**src/rtl/masked_skinny4_sbox_pipe.sv**
```systemverilog
// Three-share masked SKINNY-64 4-bit S-box, one register stage per NOR-XOR round.
// Every stage register stores the nine uncompressed cross-share terms of its round,
// plus the shares of the untouched bits. Compression happens only on register outputs.

// One lane, one round. Takes the three round-input shares and produces the nine
// terms t[i][j] = x3'_i & x2'_j (with x0_i folded into t[i][i]) and the pass-through
// bits. The NOR is formed by complementing x3 and x2 on share 0 only.
// Packing: st[3*i+j] = t[i][j]; st[9+3*k +: 3] = {x3_k, x2_k, x1_k}.
module masked_skinny4_lane (
    input  logic [3:0]  s0,
    input  logic [3:0]  s1,
    input  logic [3:0]  s2,
    output logic [17:0] st
);
    logic [2:0][3:0] s;
    logic [2:0]      x3p;
    logic [2:0]      x2p;

    // Form the cross-share terms. Each t[i][j] depends on shares i and j only.
    always_comb begin
        s   = {s2, s1, s0};
        x3p = '0;
        x2p = '0;
        st  = '0;
        for (int i = 0; i < 3; i++) begin
            x3p[i] = s[i][3] ^ (i == 0);
            x2p[i] = s[i][2] ^ (i == 0);
        end
        for (int i = 0; i < 3; i++) begin
            for (int j = 0; j < 3; j++) begin
                st[3*i+j] = (x3p[i] & x2p[j]) ^ ((i == j) ? s[i][0] : 1'b0);
            end
            st[9+3*i +: 3] = s[i][3:1];
        end
    end
endmodule

module masked_skinny4_sbox_pipe #(
    parameter int LANES  = 16,
    parameter int ROUNDS = 4    // SKINNY-64 needs exactly 4
) (
    input  logic               clk,
    input  logic               rst_n,
    input  logic               in_valid,
    output logic               in_ready,
    input  logic [4*LANES-1:0] in_sh0,
    input  logic [4*LANES-1:0] in_sh1,
    input  logic [4*LANES-1:0] in_sh2,
    output logic               out_valid,
    input  logic               out_ready,
    output logic [4*LANES-1:0] out_sh0,
    output logic [4*LANES-1:0] out_sh1,
    output logic [4*LANES-1:0] out_sh2,
    output logic               busy
);
    localparam int SW = 18;

    logic [ROUNDS:1][LANES-1:0][SW-1:0] st_q, st_d, rnd_w;
    logic [ROUNDS:1]                    vld_pipe_q, vld_pipe_d;
    logic                               advance;

    // Fold the terms of share k back to one nibble. Share k reads only row k.
    // The bit rotation is applied after every round except the last one.
    function automatic logic [11:0] compress(input logic [SW-1:0] st, input logic rot);
        logic [3:0]  x;
        logic [11:0] res;
        res = '0;
        for (int k = 0; k < 3; k++) begin
            x = {st[9+3*k +: 3], st[3*k] ^ st[3*k+1] ^ st[3*k+2]};
            if (rot) x = {x[2:0], x[3]};
            res[4*k +: 4] = x;
        end
        return res;
    endfunction

    generate
        for (genvar r = 0; r < ROUNDS; r++) begin : g_rnd
            for (genvar l = 0; l < LANES; l++) begin : g_lane
                logic [11:0] rin;
                if (r == 0) begin : g_first
                    assign rin = {in_sh2[4*l +: 4], in_sh1[4*l +: 4], in_sh0[4*l +: 4]};
                end else begin : g_mid
                    assign rin = compress(st_q[r][l], 1'b1);
                end
                masked_skinny4_lane u_lane (
                    .s0 (rin[3:0]),
                    .s1 (rin[7:4]),
                    .s2 (rin[11:8]),
                    .st (rnd_w[r+1][l])
                );
            end
        end
        for (genvar l = 0; l < LANES; l++) begin : g_out
            logic [11:0] fin;
            assign fin = compress(st_q[ROUNDS][l], 1'b0);
            assign out_sh0[4*l +: 4] = fin[3:0];
            assign out_sh1[4*l +: 4] = fin[7:4];
            assign out_sh2[4*l +: 4] = fin[11:8];
        end
    endgenerate

    // Whole pipeline moves in lockstep. A stalled output freezes every stage.
    // Data loads regardless of valid; bubbles just carry a cleared valid bit.
    always_comb begin
        advance    = ~vld_pipe_q[ROUNDS] | out_ready;
        vld_pipe_d = vld_pipe_q;
        st_d       = st_q;
        if (advance) begin
            vld_pipe_d = {vld_pipe_q[ROUNDS-1:1], in_valid};
            st_d       = rnd_w;
        end
    end

    // Stage registers. Reset discards everything in flight.
    always_ff @(posedge clk or negedge rst_n) begin
        if (!rst_n) begin
            vld_pipe_q <= '0;
            st_q       <= '0;
        end else begin
            vld_pipe_q <= vld_pipe_d;
            st_q       <= st_d;
        end
    end

    assign in_ready  = advance;
    assign out_valid = vld_pipe_q[ROUNDS];
    assign busy      = |vld_pipe_q;
endmodule

```
**config.mk**
```make
export PLATFORM = sky130hd
export DESIGN_NAME = masked_skinny4_sbox_pipe
export DESIGN_NICKNAME = d
export VERILOG_FILES = /design/src/rtl/masked_skinny4_sbox_pipe.sv
export SDC_FILE = /design/constraint.sdc
export NUM_CORES = 2
export LEC_CHECK = 0
export ABC_CLOCK_PERIOD_IN_PS = 1600
export CAP_MARGIN = 20
export CORE_MARGIN = 10
export CORE_UTILIZATION = 55
export CTS_BUF_LIST = sky130_fd_sc_hd__clkbuf_8
export DETAILED_ROUTE_END_ITERATION = 7
export PLACE_DENSITY = 0.88
export SLEW_MARGIN = 20
export SYNTH_ARGS = -nofsm -noshare
export SYNTH_HDL_FRONTEND = slang
export SYNTH_SLANG_ARGS = --single-unit
```
**constraint.sdc**
```tcl
create_clock -name clk -period 1.6 [get_ports clk]
set_clock_uncertainty 0.05 [all_clocks]
set_input_delay 0.24 -clock clk [delete_from_list [all_inputs] [get_ports clk]]
set_output_delay 0.24 -clock clk [all_outputs]
set_load 0.05 [all_outputs]
```
==> summary.txt <==
Synth
  – Netlist cell types: 24
  – Mapped Nets: 4183
  – Top-area cell type share of the netlist area: 51.8%
  – Synth Register Bits: 1156
  – Synth area leader: dfrtp_1
  – Cell count after synthesis: 3987
  – Register area share after synthesis: 51.8%
  – Top cells by area, synth: dfrtp_1, mux2_4, mux2_2
  – Mean post-synth cell area: 14.0 um^2
  – Yosys synthesis warning count: 0
  – Post-Syn Area: 0.0559 mm^2

Setup path
  – Reg2reg path depth: 7
  – CP Capture Type: output pin
  – Crit path launch type: register
  – Crit path kind: register to output pin
  – Required time at the worst-slack endpoint: 1310 ps
  – Worst r2r src: vld_pipe_q[4]$_DFFE_PN0P_
  – Worst r2r dst: st_q[400]$_DFFE_PN0P_
  – Worst path arrival time: 2130 ps
  – Reg-to-reg slack, setup: -620 ps
  – Max FO, Critical Path: 3
  – Setup crit start: vld_pipe_q[4]$_DFFE_PN0P_

CTS
  – # clock sinks: 1156
  – Num CTS Buffers: 185
  – Htree depth: 4
  – TritonCTS clock tree: yes
  – Clock latency on the worst-skew pair: 880 ps
  – Root Driver: clkbuf_8
  – CTS max path bufs: 3
  – Clock transition at path regs: 60 ps

Hold path
  – Hold path cells: 2
  – Hold Path Sink: g_rnd[1].g_lane[9].rin[6]$_DFFE_PN0P_
  – Hold Crit Start: in_sh1[37]
  – Hold Crit Class: input port to register

Die
  – Top Ports: 391
  – Initial core utilization: 55.6%
  – Die area: 0.115 mm^2
  – Chip width: 339 um
  – Total core area: 0.100 mm^2
  – FP Rows: 116
  – Y dimension of the die: 339 um

Power
  – Int Pwr: 0.101 W
  – Static Leak: 32.7 nW
  – Clock power share: 15.6%
  – Switch Pwr: 0.0633 W
  – Combinational Power Share: 50.2%
  – Maximum VDD drop: 2.80 mV
  – Sw Ratio: 38.4%
  – Flop pwr share: 34.3%
  – Power Density: 2310 mW/mm^2

STA
  – Final setup fails: 1312
  – Relative slew slack: 58.7%
  – Tmin final: 2420 ps
  – RSZ-0062 raised after global routing: true
  – Setup WS post-layout: -823 ps
  – Slew Viols, Final: 0
  – Fmax: 413 MHz
  – Final Cycle Share: 151%
  – Fin. Hold Viols: 0
  – Worst-margin pin slew: 618 ps
  – Setup_tns: -389190 ps

Global routing
  – Initial antenna violation count: 12
  – Grt ovf: 0
  – First-pass GRT wire length: 246 mm
  – Largest net degree at the start of global routing: 102
  – Vias in the first global route: 40572
  – Tot GR Track Use: 26.8%

Route
  – DRT iter0 DRCs: 4221
  – Total Wirelength: 172 mm
  – Post-route ant nets: 0
  – Residual DRC: 0
  – Mean routed wirelength per cell: 27.6 um
  – 1st-pass router iterations: 5
  – DR vias: 38590
  – DR vias/cell: 6.21

Final layout
  – Nets: 4915
  – Area Growth Syn to Fin: 28.0%
  – Final Non-Filler Cells: 6217
  – Ratio of cells with drive above 1 in the final layout: 37.7%
  – Utilization after layout: 71.2%
  – Final instance area: 0.0715 mm^2
  – Leading cell type in the layout, fill and taps excluded: dfrtp_1
  – Fillers: 5561
  – Most frequent cells in the layout: dfrtp_1, mux2_4, nand3b_1, nor2b_1, buf_4

Flow run
  – Max-cap viol count: 0

Place
  – Gpl congestion: 0.823
  – Placed cells: 5581
  – Setup WS pre-CTS: -222 ps
  – Hpwl dp: 89.6 mm
  – Placed inst area: 0.0617 mm^2
  – Port Buffers: 390

Status
  – Failing checks: setup timing
  – Status: finished with violations
-- flip-flops by register name (all words and copies together), names as in the netlist --
| register | cells |
|---|---|
| vld_pipe_q | 4 |
| out_sh0 | 48 |
| g_rnd.g_lane.rin | 432 |
| st_q | 576 |
| out_sh1 | 48 |
| out_sh2 | 48 |
-- cell families (layout without fill, tap and decap cells) --
logic type             Yosys count  in the layout  synth area share [%]
AO/OA/AOI/OAI                  512            512                  6.17
AND/OR/NAND/NOR                899            899                  10.5
flip-flops                    1156           1156                  51.8
buffers and inverters          345           1215                  4.63
multiplexers                   835            835                  19.3
XOR/XNOR                       240            240                  7.63
other                            0              3                     0
-- per-layer routing --
layer  track usage [%]  vias to the layer above  share of wire (%)
li1                  -                    15584                  -
met1              33.2                    19916                 37
met2              45.9                     2436                 50
met3              6.13                      636                8.2
met4              9.08                       18                4.6
met5                 0                        -              0.064
-- synth_stat cells --
library cell / n
o21ai_0: 192
buf_4: 152
nand3b_1: 256
buf_2: 25
mux2_1: 130
mux2_4: 361
inv_4: 1
or3_1: 64
a31oi_1: 192
mux2_2: 344
buf_1: 1
a21bo_2: 128
buf_8: 13
nor3b_1: 192
dfrtp_1: 1156
clkbuf_1: 81
or4_1: 1
nor2b_1: 256
nand2_1: 128
xor3_1: 144
nor2b_4: 1
buf_6: 72
xnor2_1: 96
nand2b_1: 1
-- worst max-delay path, cell delays in order (launching register included) --
cell	delay (ps)
dfrtp_4	490
buf_8	130
or4_4	460
buf_8	180
-- worst max-delay path by stage --
stage                                             to  slack (ps)  cells past startpoint
2_1_floorplan  g_rnd[1].g_lane[0].rin[0]$_DFFE_PN0P_        -250                      7
3_3_place_gp                   st_q[276]$_DFFE_PN0P_        -200                      5
3_5_place_dp                   st_q[852]$_DFFE_PN0P_        -220                      5
4_1_cts                                         busy        -880                      3
5_1_grt                                         busy        -890                      3
6_report                                        busy        -820                      3
-- repair_timing --
| item | in CTS | in global routing |
|---|---|---|
| pin swaps | 7 | 22 |
| buffers inserted | 93 | 64 |
| gates cloned | 31 | 24 |
| hold endpoints to repair | 1265 | 0 |
| hold buffers | 108 | 0 |
| endpoints found under the setup margin | 1146 | 1333 |
| gates resized for setup | 261 | 309 |
-- per-stage QoR --
step / total power [W] / hold slack [ps]
2_1_floorplan: 0.101 / -106
3_3_place_gp: 0.120 / 116
3_5_place_dp: 0.123 / 120
4_1_cts: 0.155 / 0.185
5_1_grt: 0.170 / 32.1
6_report: 0.165 / 85.1
-- power by group through the flow --
| stage | Clock, W | Combinational [W] | Sequential, W |
|---|---|---|---|
| detailed placement | 0 | 0.0683 | 0.0545 |
| global route | 0.0271 | 0.0858 | 0.0574 |
| CTS | 0.0254 | 0.0753 | 0.0545 |
| finish | 0.0257 | 0.0827 | 0.0565 |
| floorplan | 0 | 0.0517 | 0.0494 |
| global placement | 0 | 0.0665 | 0.0535 |
-- cell type report --
cell class              instances  area, um^2  area share [%]
well taps                    1357        1700            2.38
repair buffers                889       11300            15.9
clock inverters                99         518           0.725
multi-input cells            2486       25800            36.2
clock buffers                 226        3110            4.35
inverters                       1        20.0          0.0280
diodes                          3        7.51          0.0105
flip-flops and latches       1156       28900            40.5
No activity file was read; power rests on OpenSTA's default activity.
